**config.mk**
```make
export PLATFORM = sky130hd
export DESIGN_NAME = ex_muldiv
export DESIGN_NICKNAME = d
export VERILOG_FILES = /design/src/rtl/ex_muldiv.sv
export SDC_FILE = /design/constraint.sdc
export NUM_CORES = 1
export LEC_CHECK = 0
export BUFFER_PORTS_ARGS = -buffer_cell sky130_fd_sc_hd__buf_2
export CAP_MARGIN = 0
export CORE_UTILIZATION = 55
export DETAILED_ROUTE_END_ITERATION = 10
export GPL_TIMING_DRIVEN = 1
export PLACE_DENSITY_LB_ADDON = 0.08
export SYNTH_ARGS = -nofsm -noshare
export SYNTH_HDL_FRONTEND = slang
export SYNTH_SLANG_ARGS = --single-unit
```
**constraint.sdc**
```tcl
create_clock -name clk -period 3.15 [get_ports clk]
set_input_delay 0.4725 -clock clk [delete_from_list [all_inputs] [get_ports clk]]
set_output_delay 0.4725 -clock clk [all_outputs]
set_load 0.03 [all_outputs]
```
**src/rtl/ex_muldiv.sv**
```systemverilog
// ============================================================================
// Module   : ex_muldiv
// Brief    : Iterative 32-bit MULT/MULTU/DIV/DIVU unit with HI/LO registers,
//            stalling later HI/LO-family instructions while busy.
// Revision : 1.0 - initial release
// ============================================================================
`default_nettype none

module ex_muldiv (
    input  logic        clk,
    input  logic        rst_n,
    input  logic        iStart,
    input  logic [5:0]  iFun,
    input  logic [31:0] iA,
    input  logic [31:0] iB,
    output logic        oStall,
    output logic        oBusy,
    output logic [31:0] oResult,
    output logic [31:0] oHi,
    output logic [31:0] oLo
);

    localparam logic [5:0] c_FN_MFHI = 6'h10;
    localparam logic [5:0] c_FN_MTHI = 6'h11;
    localparam logic [5:0] c_FN_MFLO = 6'h12;
    localparam logic [5:0] c_FN_MTLO = 6'h13;

    typedef enum logic [1:0] {
        IDLE = 2'd0,
        CALC = 2'd1,
        FIX  = 2'd2
    } state_t;

    state_t      r_state;
    logic [4:0]  r_count;
    logic        r_div;
    logic        r_sa;
    logic        r_sb;
    logic        r_dz;
    logic [31:0] r_op;
    logic [31:0] r_dvd;
    logic [63:0] r_acc;
    logic [31:0] r_hi;
    logic [31:0] r_lo;

    // 0x18..0x1B are long ops, 0x10..0x13 are HI/LO moves
    logic        w_is_long;
    logic        w_is_move;
    logic        w_signed;
    logic        w_sa;
    logic        w_sb;
    logic [31:0] w_mag_a;
    logic [31:0] w_mag_b;

    assign w_is_long = (iFun[5:2] == 4'b0110);
    assign w_is_move = (iFun[5:2] == 4'b0100);
    assign w_signed  = ~iFun[0];
    assign w_sa      = w_signed & iA[31];
    assign w_sb      = w_signed & iB[31];
    assign w_mag_a   = w_sa ? (32'd0 - iA) : iA;
    assign w_mag_b   = w_sb ? (32'd0 - iB) : iB;

    // Multiply step: low half of the accumulator holds the remaining multiplier bits
    logic [32:0] w_msum;
    logic [63:0] w_mul_next;

    assign w_msum     = {1'b0, r_acc[63:32]} + (r_acc[0] ? {1'b0, r_op} : 33'd0);
    assign w_mul_next = {w_msum, r_acc[31:1]};

    // Restoring divide step: partial remainder in the high half, quotient shifts into the low half
    logic [32:0] w_rs;
    logic        w_ge;
    logic [31:0] w_sub;
    logic [63:0] w_div_next;

    assign w_rs       = r_acc[63:31];
    assign w_ge       = (w_rs >= {1'b0, r_op});
    assign w_sub      = w_rs[31:0] - r_op;
    assign w_div_next = {(w_ge ? w_sub : w_rs[31:0]), r_acc[30:0], w_ge};

    logic [63:0] w_prod;
    logic [31:0] w_quo;
    logic [31:0] w_rem;

    assign w_prod = (r_sa ^ r_sb) ? (64'd0 - r_acc) : r_acc;
    assign w_quo  = (r_sa ^ r_sb) ? (32'd0 - r_acc[31:0]) : r_acc[31:0];
    assign w_rem  = r_sa ? (32'd0 - r_acc[63:32]) : r_acc[63:32];

    always_ff @(posedge clk) begin
        if (!rst_n) begin
            r_state <= IDLE;
            r_count <= 5'd0;
            r_div   <= 1'b0;
            r_sa    <= 1'b0;
            r_sb    <= 1'b0;
            r_dz    <= 1'b0;
            r_op    <= 32'd0;
            r_dvd   <= 32'd0;
            r_acc   <= 64'd0;
            r_hi    <= 32'd0;
            r_lo    <= 32'd0;
        end else begin
            case (r_state)
                IDLE: begin
                    if (iStart && w_is_long) begin
                        r_state <= CALC;
                        r_count <= 5'd0;
                        r_div   <= iFun[1];
                        r_sa    <= w_sa;
                        r_sb    <= w_sb;
                        r_dz    <= (iB == 32'd0);
                        r_dvd   <= iA;
                        r_op    <= iFun[1] ? w_mag_b : w_mag_a;
                        r_acc   <= {32'd0, (iFun[1] ? w_mag_a : w_mag_b)};
                    end else if (iStart && iFun == c_FN_MTHI) begin
                        r_hi <= iA;
                    end else if (iStart && iFun == c_FN_MTLO) begin
                        r_lo <= iA;
                    end
                end
                CALC: begin
                    r_acc   <= r_div ? w_div_next : w_mul_next;
                    r_count <= r_count + 5'd1;
                    if (r_count == 5'd31) begin
                        r_state <= FIX;
                    end
                end
                FIX: begin
                    r_state <= IDLE;
                    if (!r_div) begin
                        r_hi <= w_prod[63:32];
                        r_lo <= w_prod[31:0];
                    end else if (r_dz) begin
                        r_hi <= r_dvd;
                        r_lo <= 32'hFFFF_FFFF;
                    end else begin
                        r_hi <= w_rem;
                        r_lo <= w_quo;
                    end
                end
                default: r_state <= IDLE;
            endcase
        end
    end

    assign oBusy  = (r_state != IDLE);
    assign oStall = iStart & (w_is_long | w_is_move) & oBusy;
    assign oHi    = r_hi;
    assign oLo    = r_lo;

    always_comb begin
        oResult = 32'd0;
        if (iStart && !oBusy && iFun == c_FN_MFHI) begin
            oResult = r_hi;
        end else if (iStart && !oBusy && iFun == c_FN_MFLO) begin
            oResult = r_lo;
        end
    end

endmodule

`default_nettype wire

```
==> out/results.tsv <==
metric	value	unit
status	finished clean	
design area	20440	um2
CP required	3.57	ns
row cnt	64	
Synth area leader	dfxtp_1	
NumNets Final	2732	
Post-DP Area	19390	um2
final setup TNS	0	ns
drt drc	0	
vias in the first global route	17685	
worst hold path class	primary input to register	
Post-Route WL	70.35	mm
Vias/cell	6.630	
Finish-stage setup viols	0	
setup ws final	0.07230	ns
Die Span Y	178.3	um
top cells by area, synth	dfxtp_1, a21oi_1, nand2_1	
global-route wire length before repair	104.2	mm
Slew HR	23.56	%
synthesized instance count	2373	
clock skew	0.01873	ns
number of synthesized flops with an enable pin	0	
Syn. warnings	0	
GRT Total Usage	42.89	%
max_cap viols	0	
flop-to-flop setup slack	0.07	ns
Layout area overhead	19.59	%
DR pass1 iterations	6	
met2 Resource Use GR	63.73	%
Wirelength per Cell	23.44	um
FFs w/ async S/R, synth	0	%
crit path from	r_acc[0]	
GR Util met1	59.94	%
die width	178.3	um
Initial Util	55.88	%
die area	31790	um2
crit-path cells	buf_4, nand2_1, inv_1, ha_1, a211oi_1, o21bai_1, a211o_1, o21ai_0, buf_4, o21ai_0, buf_4, a21oi_1, nor2_1, xnor2_1, o211ai_1	
Max Freq	0.3249	GHz
Hold Fails Final Rpt	0	
CP Launch Type	register	
area share of the largest cell type after synthesis	23.77	%
synthesized flop and latch total	203	
Most common cell on crit path	buf_4	
CTS Root Buffer Type	clkbuf_16	
Yosys cell types	80	
worst hold margin	0.2242	ns
Vias	19898	
commonest non-fill, non-tap cell in the layout	nand2_1	
r2r startpoint	r_acc[0]	
Syn Area/Cell	7.203	um2
CTS clock-pin slew for the worst setup and hold paths	0.06	ns
Worst Path Max Fanout	4	
commonest cells after routing, fill and taps aside	nand2_1, a21oi_1, nor2_1	
Critical Path Max Stage Delay	0.35	ns
critical path class	register to register	
GR Layer Usage met3	8.909	%
PwrDens	354.7	nW/um2
# fillers	2785	
slowest CP cell	dfxtp_2	
layout cells sized above 1	19.42	%
I/O pin count	171	
DP Wirelength	53.66	mm
H-Tree Depth	1	
pin count of the biggest net entering global routing	135	
Core Footprint	30590	um2
CP arrival	3.50	ns
cts hold-fix bufs	0	
# clock sinks	203	
diodes inserted	0	
Pleak	8.711	nW
CTS Buf Count	24	
FF-to-FF End	r_acc[54]	
post-synth net total	2518	
post-route minimum period	3.078	ns
R2R cell count	15	
CP Capture Type	register	
Post-Place Setup Slack	-0.2418	ns
Tightest Pin Transition	1.146	ns
Seq/Total Area, Yosys	23.77	%
routability cong.	1.005	
Main synth FF type	dfxtp_1	
gr ovfl total	0	
Post-Syn Area	17090	um2
initial DRC count	2662	
final worst path period share	97.70	%
layer with the highest usage	met2	
Clock Latency Late Sink	0.55	ns
TritonCTS clock tree	done	
port bufs	170	
antenna-violating nets left	0	
worst vdd ir	0.0003853	V
Worst setup endpoint	r_acc[54]	
RSZ-0062 raised after global routing	true	
Bufs on Longest Clock Path	3	
initial antenna violation count	0	
Final Max Slew Viols	0	
==> report_power, final <==
| part | switching, mW | internal, mW |
|---|---|---|
| clock | 1.23 | 1.80 |
| sequential | 0.0303 | 2.60 |
| combinational | 0.983 | 0.610 |
==> flip-flops by register name, indices dropped and copies added, names as in the netlist, 2 cells and up <==
signal,flops
oLo,32
oHi,32
r_dvd,32
r_acc,64
r_count,5
r_state,2
r_op,32
==> cells by family after synthesis <==
family | count (synthesis) | synth area share (%)
compound gates | 769 | 28.66
buf+inv | 262 | 5.892
simple gates | 779 | 20.82
flops | 203 | 23.77
mux | 90 | 5.351
xor+xnor | 198 | 10.14
fa+ha+maj | 72 | 5.358
==> cell usage after synthesis, types with 16 or more instances <==
master	instances
nand2_1	281
a21oi_1	273
nor2_1	237
dfxtp_1	203
clkbuf_1	176
o21ai_0	124
xnor2_1	102
xor2_1	96
mux2i_1	79
ha_1	70
inv_1	67
a211oi_1	59
o211ai_1	46
nor3_1	45
nand3_1	40
a21o_1	35
o221ai_1	35
a31oi_1	28
and3_1	25
o31ai_1	23
or3_1	21
a22oi_1	18
nand2b_1	18
nor4_1	18
nor2b_1	17
or4_1	17
nand4_1	16
o21a_1	16
==> final cells by class <==
type / count / area [um2] / area share (%)
Multi-Input combinational cell: 1908 / 12270 / 60.00
Sequential cell: 203 / 4070 / 19.91
Timing Repair Buffer: 382 / 2502 / 12.24
Clock buffer: 31 / 688.2 / 3.366
Tap cell: 396 / 495.5 / 2.424
Inverter: 68 / 262.8 / 1.285
Clock inverter: 13 / 158.9 / 0.7773
==> stage by stage <==
stage                     cells  total power, mW  util (%)
after floorplan            2373            3.556         -
after global placement     2956            4.167     63.38
after detailed placement   2956            4.184     63.38
after CTS                  3001            7.157     66.24
after global routing       3001            7.417     66.83
final                      3001            7.252     66.83
==> worst min-delay path by stage <==
| stage | from | to | cells past startpoint |
|---|---|---|---|
| final | iA[12] | r_dvd[12] | 3 |
| after global placement | r_dvd[2] | r_dvd[2] | 2 |
| after global routing | iA[12] | r_dvd[12] | 3 |
| after CTS | iA[12] | r_dvd[12] | 3 |
| after floorplan | r_count[3] | r_count[3] | 1 |
| after detailed placement | r_dvd[19] | r_dvd[19] | 2 |
==> per-layer routing <==
metal / vias to the layer above / wire [um] / share of wire [%]
li1: 9004 / - / -
met1: 9353 / 28910 / 41
met2: 1295 / 29700 / 42
met3: 246 / 8384 / 12
met4: 0 / 3346 / 4.8
met5: - / 0 / 0
==> worst max-delay path: cells and delay by family (launching register included) <==
family,cells,cell delay (ns)
buf+inv,4,0.55
simple gates,2,0.16
fa+ha+maj,1,0.28
compound gates,7,1.30
flops,1,0.35
xor+xnor,1,0.31
==> repair_timing <==
| action | CTS | global route |
|---|---|---|
| endpoints found under the setup margin | 5 | 26 |
| gates resized for setup | 4 | 42 |
| pin swaps | 1 | 7 |
| setup buffers | 1 | 0 |
Note: power is estimated with default switching activity, not from simulation.
